[config.mk]
export PLATFORM = sky130hd
export DESIGN_NAME = match_controller_flat
export DESIGN_NICKNAME = d
export VERILOG_FILES = /design/src/rtl/match_pkg.sv /design/src/rtl/match_controller_if.sv /design/src/rtl/match_controller_key_edge_detect.sv /design/src/rtl/match_controller.sv /design/src/flat_wrapper.sv
export SDC_FILE = /design/constraint.sdc
export NUM_CORES = 1
export LEC_CHECK = 0
export CAP_MARGIN = 20
export CORE_AREA = 2 2 57 59
export DETAILED_ROUTE_END_ITERATION = 6
export DIE_AREA = 0 0 59 61
export PLACE_DENSITY = 0.77
export SETUP_SLACK_MARGIN = 0.5
export SLEW_MARGIN = 10
export SYNTH_ARGS = -nofsm -noshare
export SYNTH_HDL_FRONTEND = slang
export SYNTH_SLANG_ARGS = --single-unit
[constraint.sdc]
create_clock -name Clk -period 2.3 [get_ports Clk]
set_input_delay 0.345 -clock Clk [delete_from_list [all_inputs] [get_ports Clk]]
set_output_delay 0.345 -clock Clk [all_outputs]
set_load 0.005 [all_outputs]
[src/rtl/match_pkg.sv]
// Shared definitions for the light-cycle match controller: state encoding,
// USB keycodes of interest and a small one-hot helper.
package match_pkg;

  typedef enum logic [2:0] {
    MENU          = 3'd0,
    ROUND_PAUSED  = 3'd1,
    ROUND_STARTED = 3'd2,
    ROUND_OVER    = 3'd3,
    MATCH_OVER    = 3'd4
  } game_state_e;

  localparam logic [7:0] KEY_ENTER      = 8'h28;
  localparam logic [7:0] KEY_UP_W       = 8'h1A;
  localparam logic [7:0] KEY_UP_ARROW   = 8'h52;
  localparam logic [7:0] KEY_DOWN_S     = 8'h16;
  localparam logic [7:0] KEY_DOWN_ARROW = 8'h51;

  localparam int MAX_PLAYERS = 4;

  // True when exactly one rider is left standing.
  function automatic logic is_one_hot(input logic [MAX_PLAYERS-1:0] v);
    return (v != 4'd0) && ((v & (v - 4'd1)) == 4'd0);
  endfunction

endpackage

[src/rtl/match_controller_if.sv]
// Bus between the game logic and the match controller: keyboard, frame and
// collision inputs plus the game-state outputs consumed by the renderer.
interface match_controller_if #(
  parameter int NUM_PLAYERS = 2
);

  logic                       frame_tick;
  logic [7:0]                 keycode;
  logic [NUM_PLAYERS-1:0]     crash;
  logic [2:0]                 Game_State;
  logic [2:0]                 map_select;
  logic                       load_background;
  logic [NUM_PLAYERS-1:0]     alive;
  logic [3*NUM_PLAYERS-1:0]   scores;
  logic [1:0]                 winner;

  modport master (
    output frame_tick, keycode, crash,
    input  Game_State, map_select, load_background, alive, scores, winner
  );

  modport slave (
    input  frame_tick, keycode, crash,
    output Game_State, map_select, load_background, alive, scores, winner
  );

endinterface

[src/rtl/match_controller_key_edge_detect.sv]
// Turns the level-valued USB keycode into one-cycle press pulses: a key counts
// only on the cycle its code first appears.
module key_edge_detect
  import match_pkg::*;
(
  input  logic       Clk,
  input  logic       rst,
  input  logic [7:0] keycode,
  output logic       enter_press,
  output logic       up_press,
  output logic       down_press
);

  logic [7:0] prev_keycode_r;
  logic       new_key_s;

  // Remember last cycle's keycode so a held key fires once
  always_ff @(posedge Clk) begin
    if (rst) begin
      prev_keycode_r <= 8'h00;
    end else begin
      prev_keycode_r <= keycode;
    end
  end

  assign new_key_s   = (keycode != prev_keycode_r);
  assign enter_press = new_key_s && (keycode == KEY_ENTER);
  assign up_press    = new_key_s && ((keycode == KEY_UP_W) || (keycode == KEY_UP_ARROW));
  assign down_press  = new_key_s && ((keycode == KEY_DOWN_S) || (keycode == KEY_DOWN_ARROW));

endmodule

[src/rtl/match_controller.sv]
// Match controller: menu/map selection, round sequencing, scoring and winner.
// Optional MATCH_TIMEOUT_EN adds a frame counter that forces a drawn round.
module match_controller
  import match_pkg::*;
#(
  parameter int          NUM_PLAYERS    = 2,
  parameter int          ROUNDS_TO_WIN  = 3,
  parameter int          NUM_MAPS       = 3,
  parameter logic [31:0] TIMEOUT_CYCLES = 32'd600
) (
  input  logic               Clk,
  input  logic               Reset,
  input  logic               Reset_Game,
  match_controller_if.slave  bus
);

  localparam logic [NUM_PLAYERS-1:0] ALL_ALIVE = {NUM_PLAYERS{1'b1}};
  localparam logic [NUM_PLAYERS-1:0] NONE_ALIVE = {NUM_PLAYERS{1'b0}};
  localparam logic [2:0]             LAST_MAP  = 3'(NUM_MAPS - 1);
  localparam logic [2:0]             WIN_SCORE = 3'(ROUNDS_TO_WIN);

  logic                      rst_s;
  logic                      enter_press_s;
  logic                      up_press_s;
  logic                      down_press_s;

  game_state_e               state_r,  state_nxt_s;
  logic [2:0]                map_r,    map_nxt_s;
  logic [3*NUM_PLAYERS-1:0]  scores_r, scores_nxt_s;
  logic [NUM_PLAYERS-1:0]    alive_r,  alive_nxt_s;
  logic [1:0]                winner_r, winner_nxt_s;
  logic                      load_bg_r, load_bg_nxt_s;
  logic                      win_hit_s;
  logic [1:0]                win_idx_s;

  assign rst_s = Reset | Reset_Game;

  key_edge_detect u_key_edge (
    .Clk         (Clk),
    .rst         (rst_s),
    .keycode     (bus.keycode),
    .enter_press (enter_press_s),
    .up_press    (up_press_s),
    .down_press  (down_press_s)
  );

`ifdef MATCH_TIMEOUT_EN
  logic [31:0] timeout_cnt_r, timeout_cnt_nxt_s;
`else
  logic unused_s;
  assign unused_s = ^{bus.frame_tick, TIMEOUT_CYCLES};
`endif

  // Next-state and next-output decode
  always_comb begin
    state_nxt_s   = state_r;
    map_nxt_s     = map_r;
    scores_nxt_s  = scores_r;
    alive_nxt_s   = alive_r;
    winner_nxt_s  = winner_r;
    load_bg_nxt_s = 1'b0;
    win_hit_s     = 1'b0;
    win_idx_s     = 2'd0;
`ifdef MATCH_TIMEOUT_EN
    timeout_cnt_nxt_s = 32'd0;
`endif

    // Descending scan so the lowest index wins if several could qualify
    for (int i = NUM_PLAYERS - 1; i >= 0; i--) begin
      if (scores_r[3*i +: 3] == WIN_SCORE) begin
        win_hit_s = 1'b1;
        win_idx_s = 2'(i);
      end else begin
        win_idx_s = win_idx_s;
      end
    end

    case (state_r)
      MENU: begin
        if (enter_press_s) begin
          state_nxt_s   = ROUND_PAUSED;
          scores_nxt_s  = '0;
          alive_nxt_s   = ALL_ALIVE;
          load_bg_nxt_s = 1'b1;
        end else if (up_press_s) begin
          map_nxt_s = (map_r == LAST_MAP) ? 3'd0 : map_r + 3'd1;
        end else if (down_press_s) begin
          map_nxt_s = (map_r == 3'd0) ? LAST_MAP : map_r - 3'd1;
        end else begin
          map_nxt_s = map_r;
        end
      end

      ROUND_PAUSED: begin
        if (enter_press_s) begin
          state_nxt_s = ROUND_STARTED;
        end else begin
          state_nxt_s = ROUND_PAUSED;
        end
      end

      ROUND_STARTED: begin
        // Round end is judged on the registered alive vector, one cycle after the crash
        if (is_one_hot(MAX_PLAYERS'(alive_r))) begin
          for (int i = 0; i < NUM_PLAYERS; i++) begin
            if (alive_r[i] && (scores_r[3*i +: 3] < WIN_SCORE)) begin
              scores_nxt_s[3*i +: 3] = scores_r[3*i +: 3] + 3'd1;
            end else begin
              scores_nxt_s[3*i +: 3] = scores_r[3*i +: 3];
            end
          end
          state_nxt_s = ROUND_OVER;
        end else if (alive_r == NONE_ALIVE) begin
          state_nxt_s = ROUND_OVER;
`ifdef MATCH_TIMEOUT_EN
        end else if (timeout_cnt_r == TIMEOUT_CYCLES) begin
          state_nxt_s = ROUND_OVER;
`endif
        end else begin
          alive_nxt_s = alive_r & ~bus.crash;
`ifdef MATCH_TIMEOUT_EN
          timeout_cnt_nxt_s = timeout_cnt_r + {31'd0, bus.frame_tick};
`endif
        end
      end

      ROUND_OVER: begin
        if (enter_press_s) begin
          load_bg_nxt_s = 1'b1;
          if (win_hit_s) begin
            state_nxt_s  = MATCH_OVER;
            winner_nxt_s = win_idx_s;
          end else begin
            state_nxt_s = ROUND_PAUSED;
            alive_nxt_s = ALL_ALIVE;
          end
        end else begin
          state_nxt_s = ROUND_OVER;
        end
      end

      MATCH_OVER: begin
        if (enter_press_s) begin
          state_nxt_s   = MENU;
          load_bg_nxt_s = 1'b1;
        end else begin
          state_nxt_s = MATCH_OVER;
        end
      end

      default: begin
        state_nxt_s = MENU;
      end
    endcase
  end

  // State register and registered outputs; reset outranks any same-cycle event
  always_ff @(posedge Clk) begin
    if (rst_s) begin
      state_r   <= MENU;
      map_r     <= 3'd0;
      scores_r  <= '0;
      alive_r   <= ALL_ALIVE;
      winner_r  <= 2'd0;
      load_bg_r <= 1'b0;
`ifdef MATCH_TIMEOUT_EN
      timeout_cnt_r <= 32'd0;
`endif
    end else begin
      state_r   <= state_nxt_s;
      map_r     <= map_nxt_s;
      scores_r  <= scores_nxt_s;
      alive_r   <= alive_nxt_s;
      winner_r  <= winner_nxt_s;
      load_bg_r <= load_bg_nxt_s;
`ifdef MATCH_TIMEOUT_EN
      timeout_cnt_r <= timeout_cnt_nxt_s;
`endif
    end
  end

  assign bus.Game_State      = state_r;
  assign bus.map_select      = map_r;
  assign bus.scores          = scores_r;
  assign bus.alive           = alive_r;
  assign bus.winner          = winner_r;
  assign bus.load_background = load_bg_r;

endmodule

[src/flat_wrapper.sv]
// flat-port wrapper written by rule: the top's interface ports become plain ports
module match_controller_flat import match_pkg::*;
#(
  parameter int          NUM_PLAYERS    = 2,
  parameter int          ROUNDS_TO_WIN  = 3,
  parameter int          NUM_MAPS       = 3,
  parameter logic [31:0] TIMEOUT_CYCLES = 32'd600
)
  (Clk, Reset, Reset_Game, bus_frame_tick, bus_keycode, bus_crash, bus_Game_State, bus_map_select, bus_load_background, bus_alive, bus_scores, bus_winner);
  match_controller_if #(.NUM_PLAYERS(NUM_PLAYERS)) bus_i ();
  input  logic Clk;
  input  logic Reset;
  input  logic Reset_Game;
  input wire logic [$bits(bus_i.frame_tick)-1:0] bus_frame_tick;
  input wire logic [$bits(bus_i.keycode)-1:0] bus_keycode;
  input wire logic [$bits(bus_i.crash)-1:0] bus_crash;
  output wire logic [$bits(bus_i.Game_State)-1:0] bus_Game_State;
  output wire logic [$bits(bus_i.map_select)-1:0] bus_map_select;
  output wire logic [$bits(bus_i.load_background)-1:0] bus_load_background;
  output wire logic [$bits(bus_i.alive)-1:0] bus_alive;
  output wire logic [$bits(bus_i.scores)-1:0] bus_scores;
  output wire logic [$bits(bus_i.winner)-1:0] bus_winner;
  assign bus_i.frame_tick = bus_frame_tick;
  assign bus_i.keycode = bus_keycode;
  assign bus_i.crash = bus_crash;
  assign bus_Game_State = bus_i.Game_State;
  assign bus_map_select = bus_i.map_select;
  assign bus_load_background = bus_i.load_background;
  assign bus_alive = bus_i.alive;
  assign bus_scores = bus_i.scores;
  assign bus_winner = bus_i.winner;
  match_controller #(.NUM_PLAYERS(NUM_PLAYERS), .ROUNDS_TO_WIN(ROUNDS_TO_WIN), .NUM_MAPS(NUM_MAPS), .TIMEOUT_CYCLES(TIMEOUT_CYCLES)) u_core (.Clk(Clk), .Reset(Reset), .Reset_Game(Reset_Game), .bus(bus_i));
endmodule
==> metrics.txt <==
# TYPE chip_impl_metric gauge
chip_impl_metric{name="portBuffers",unit=""} 28
chip_impl_metric{name="grt_pass1_wl",unit="µm"} 5610
chip_impl_metric{name="cts.reportedPaths.clkPinSlew",unit="ns"} 0.13
chip_impl_info{name="ctsRootBufferMaster",value="sky130_fd_sc_hd__clkbuf_4"} 1
chip_impl_metric{name="syn-instance-count",unit=""} 165
chip_impl_metric{name="synth_seq_cells",unit=""} 24
chip_impl_info{name="crit_path_end",value="u_core.bus.Game_State[0]"} 1
chip_impl_metric{name="n_antenna_cell",unit=""} 0
chip_impl_metric{name="yosysUniqueCellTypes",unit=""} 45
chip_impl_metric{name="globalRouteMet1Util",unit="%"} 22.8
chip_impl_metric{name="drt_first_iter_violations",unit=""} 68
chip_impl_info{name="most_common_cell_after_layout_fill_and_taps_aside",value="sky130_fd_sc_hd__clkdlybuf4s50_1"} 1
chip_impl_metric{name="final_nets",unit=""} 229
chip_impl_metric{name="synthToLayoutAreaGrowth",unit="%"} 31.2
chip_impl_metric{name="timing.final.crit_period",unit="ns"} 1.74
chip_impl_metric{name="grt-ovfl-total",unit=""} 0
chip_impl_metric{name="worst-r2r-setup-slack",unit="ns"} 0.63
chip_impl_metric{name="first_global_vias",unit=""} 1332
chip_impl_metric{name="maxSlewViolCount",unit=""} 0
chip_impl_metric{name="layout-drive-gt1-share",unit="%"} 17.2
chip_impl_info{name="crit_path_start",value="bus_keycode[3]"} 1
chip_impl_info{name="startpoint_type",value="input pin"} 1
chip_impl_metric{name="detailed_place_hpwl",unit="µm"} 2630
chip_impl_metric{name="count_of_non_filler_cells_in_the_finished_layout",unit=""} 236
chip_impl_metric{name="final.setup.tns",unit="ns"} 0
chip_impl_metric{name="share_of_the_core_filled_with_cells",unit="%"} 64.7
chip_impl_metric{name="core_region_area",unit="µm²"} 2950
chip_impl_metric{name="critical_path_data_required_time",unit="ns"} 2.53
chip_impl_metric{name="largest_net_degree_at_the_start_of_global_routing",unit=""} 14
chip_impl_metric{name="cts_made_buffers",unit=""} 3
chip_impl_metric{name="grt_util_met3",unit="%"} 2.77
chip_impl_info{name="grt.busiest_layer",value="met2"} 1
chip_impl_metric{name="dieHeight",unit="µm"} 61
chip_impl_metric{name="detail-route-antenna-nets",unit=""} 0
chip_impl_metric{name="synthesis.area",unit="µm²"} 1460
chip_impl_metric{name="timing.final.setup_violations",unit=""} 0
chip_impl_metric{name="period_share",unit="%"} 75.8
chip_impl_metric{name="ys_warn_count",unit=""} 0
chip_impl_info{name="synthFlopType",value="sky130_fd_sc_hd__dfxtp_1"} 1
chip_impl_metric{name="finalClockSkew",unit="ns"} 0.00253
chip_impl_metric{name="clkSinkCount",unit=""} 24
chip_impl_metric{name="crit_arrival",unit="ns"} 1.97
chip_impl_metric{name="clockBufferDepth",unit=""} 2
chip_impl_metric{name="design_power_total",unit="mW"} 0.739
chip_impl_metric{name="drt-wirelength-per-cell",unit="µm"} 14.6
chip_impl_metric{name="antenna_found_initial",unit=""} 0
chip_impl_metric{name="timing.hold.ws",unit="ns"} 0.496
chip_impl_metric{name="finalWirelength",unit="µm"} 3460
chip_impl_metric{name="area_enclosed_by_the_die_boundary",unit="µm²"} 3600
chip_impl_metric{name="timing.max_cap.violations",unit=""} 0
chip_impl_metric{name="drt-pass1-iter-count",unit=""} 4
chip_impl_info{name="worst_min_delay_path_class",value="input pin to flip-flop"} 1
chip_impl_metric{name="synthesis.nets",unit=""} 190
chip_impl_metric{name="hold_buffers",unit=""} 0
chip_impl_metric{name="routability_congestion_estimate",unit=""} 0.861
chip_impl_metric{name="routed_via_density",unit=""} 5.72
chip_impl_info{name="clock_tree_from_tritoncts",value="done"} 1
chip_impl_metric{name="routed-via-count",unit=""} 1351
chip_impl_info{name="result_of_the_run",value="complete, no violations"} 1
chip_impl_info{name="layout.cells.most_common_list",value="sky130_fd_sc_hd__clkdlybuf4s50_1 (22), sky130_fd_sc_hd__dfxtp_1 (21), sky130_fd_sc_hd__buf_4 (14)"} 1
chip_impl_metric{name="grt.met2_usage",unit="%"} 38.3
chip_impl_info{name="crit-reg2reg-launch",value="u_core.bus.alive[1]"} 1
chip_impl_metric{name="die_x",unit="µm"} 59
chip_impl_info{name="setup.worst_path.end_class",value="flip-flop"} 1
chip_impl_metric{name="initial_utilization",unit="%"} 49.3
chip_impl_info{name="timing.rr.end",value="u_core.bus.scores[3]"} 1
chip_impl_metric{name="drc",unit=""} 0
chip_impl_metric{name="reg2regPathDepth",unit=""} 7
chip_impl_metric{name="io_pins",unit=""} 31
chip_impl_info{name="critical_path_class",value="input pin to flip-flop"} 1
chip_impl_metric{name="dpl.cell_count",unit=""} 229
chip_impl_metric{name="power.density",unit="nW/µm²"} 387
chip_impl_metric{name="placementRows",unit=""} 20
chip_impl_metric{name="leakage_power_figure",unit="nW"} 0.740
chip_impl_metric{name="final_hold_viol_count",unit=""} 0
chip_impl_metric{name="synth_edf_count",unit=""} 0
chip_impl_info{name="grt_setup_unrepaired",value="true"} 1
chip_impl_metric{name="synth.avg_cell_area",unit="µm²"} 8.82
chip_impl_metric{name="seq_area_frac_synth",unit="%"} 33.0
chip_impl_metric{name="grt_util_all_layers",unit="%"} 20.3
chip_impl_metric{name="clock_latency_at_the_later_pin_of_the_worst_skew_pair",unit="ns"} 0.31
chip_impl_metric{name="vdd_drop_max",unit="µV"} 276
chip_impl_metric{name="async_reset_ff_share",unit="%"} 0
chip_impl_metric{name="worst-path-max-fanout",unit=""} 6
chip_impl_metric{name="clock.fmax",unit="MHz"} 573
chip_impl_metric{name="htreeDepth",unit=""} 1
==> kinds of logic (layout without fill, tap and decap cells) <==
| family | Yosys count | after routing | share of synthesized area, % |
|---|---|---|---|
| adders and majority gates | 11 | 11 | 9.46 |
| other | 1 | 1 | 0.258 |
| buffers and inverters | 16 | 54 | 4.90 |
| AOI/OAI and AO/OA | 40 | 40 | 20.3 |
| DFF | 24 | 24 | 33.0 |
| xor gates and xnor gates | 11 | 11 | 6.62 |
| and+or+nand+nor | 59 | 59 | 23.4 |
| muxes | 3 | 3 | 2.06 |
==> per-stage QoR <==
step	instance area, µm²	worst slack (ns)
2_1_floorplan	1460	0.474
3_3_place_gp	1820	-0.00126
3_5_place_dp	1820	-0.0292
4_1_cts	1880	0.508
5_1_grt	1910	0.442
6_report	1910	0.556
==> cell type report <==
cell class	count	area [µm²]
clock buffer	4	36.3
fill	253	1040
inverter	8	30.0
multi-input combinational	125	940
sequential	24	484
tap	33	41.3
timing repair buffer	42	378
==> routing by layer <==
metal | part of all wire, % | vias up
met2 | 53 | 23
met1 | 43 | 653
met3 | 3.5 | 2
li1 | - | 673
met4 | 0.52 | 0
met5 | 0 | -
==> sequential cells by signal, indices dropped and copies added (netlist names) <==
name	flops
u_core.u_key_edge.prev_keycode_r	8
u_core.bus.scores	6
u_core.bus.Game_State	3
u_core.bus.map_select	3
u_core.bus.alive	2
u_core.bus.load_background	1
u_core.bus.winner	1
==> critical path, stage by stage <==
cell                            delay [ns]
sky130_fd_sc_hd__dlygate4sd2_1        0.36
sky130_fd_sc_hd__or2b_2               0.37
sky130_fd_sc_hd__nor4_4               0.30
sky130_fd_sc_hd__buf_4                0.18
sky130_fd_sc_hd__o21a_4               0.14
sky130_fd_sc_hd__o31ai_1              0.09
sky130_fd_sc_hd__a311oi_1             0.19
==> report_power, final <==
group | internal [mW] | total, mW | switching, mW | leakage (nW)
Sequential | 0.421 | 0.424 | 0.00265 | 0.196
Combinational | 0.0509 | 0.0966 | 0.0458 | 0.522
Clock | 0.0966 | 0.218 | 0.121 | 0.0210
Total | 0.569 | 0.739 | 0.170 | 0.740
==> Yosys cell counts, drive strengths merged, types with 4 or more instances <==
cell    count  area [µm²]
a21oi       7        35.0
and2        9        57.6
clkbuf      5        18.8
dfxtp      24         480
ha         11         138
inv         8        30.0
nand2       8        30.0
nand3       5        25.0
nand4       4        25.0
nor2       11        41.3
nor3        8        40.0
o21ai       5        28.8
o31ai       5        37.5
xnor2      10        87.6
==> worst min-delay path by stage <==
stage / start / end / slack, ns / depth (start not counted)
5_1_grt: bus_keycode[5] / u_core.u_key_edge.prev_keycode_r[5] / 0.51 / 3
3_3_place_gp: u_core.bus.scores[1] / u_core.bus.scores[1] / 0.51 / 2
4_1_cts: bus_keycode[5] / u_core.u_key_edge.prev_keycode_r[5] / 0.49 / 3
3_5_place_dp: u_core.bus.scores[5] / u_core.bus.scores[5] / 0.52 / 2
2_1_floorplan: bus_crash[1] / u_core.bus.alive[1] / 0.46 / 1
6_report: bus_keycode[5] / u_core.u_key_edge.prev_keycode_r[5] / 0.50 / 3
==> repair_timing <==
item                       CTS  global route
setup endpoints to repair   16             9
resized for setup           12             6
pin swaps                    6             2
buffers inserted             3             0
(Power assumes the default switching activity.)
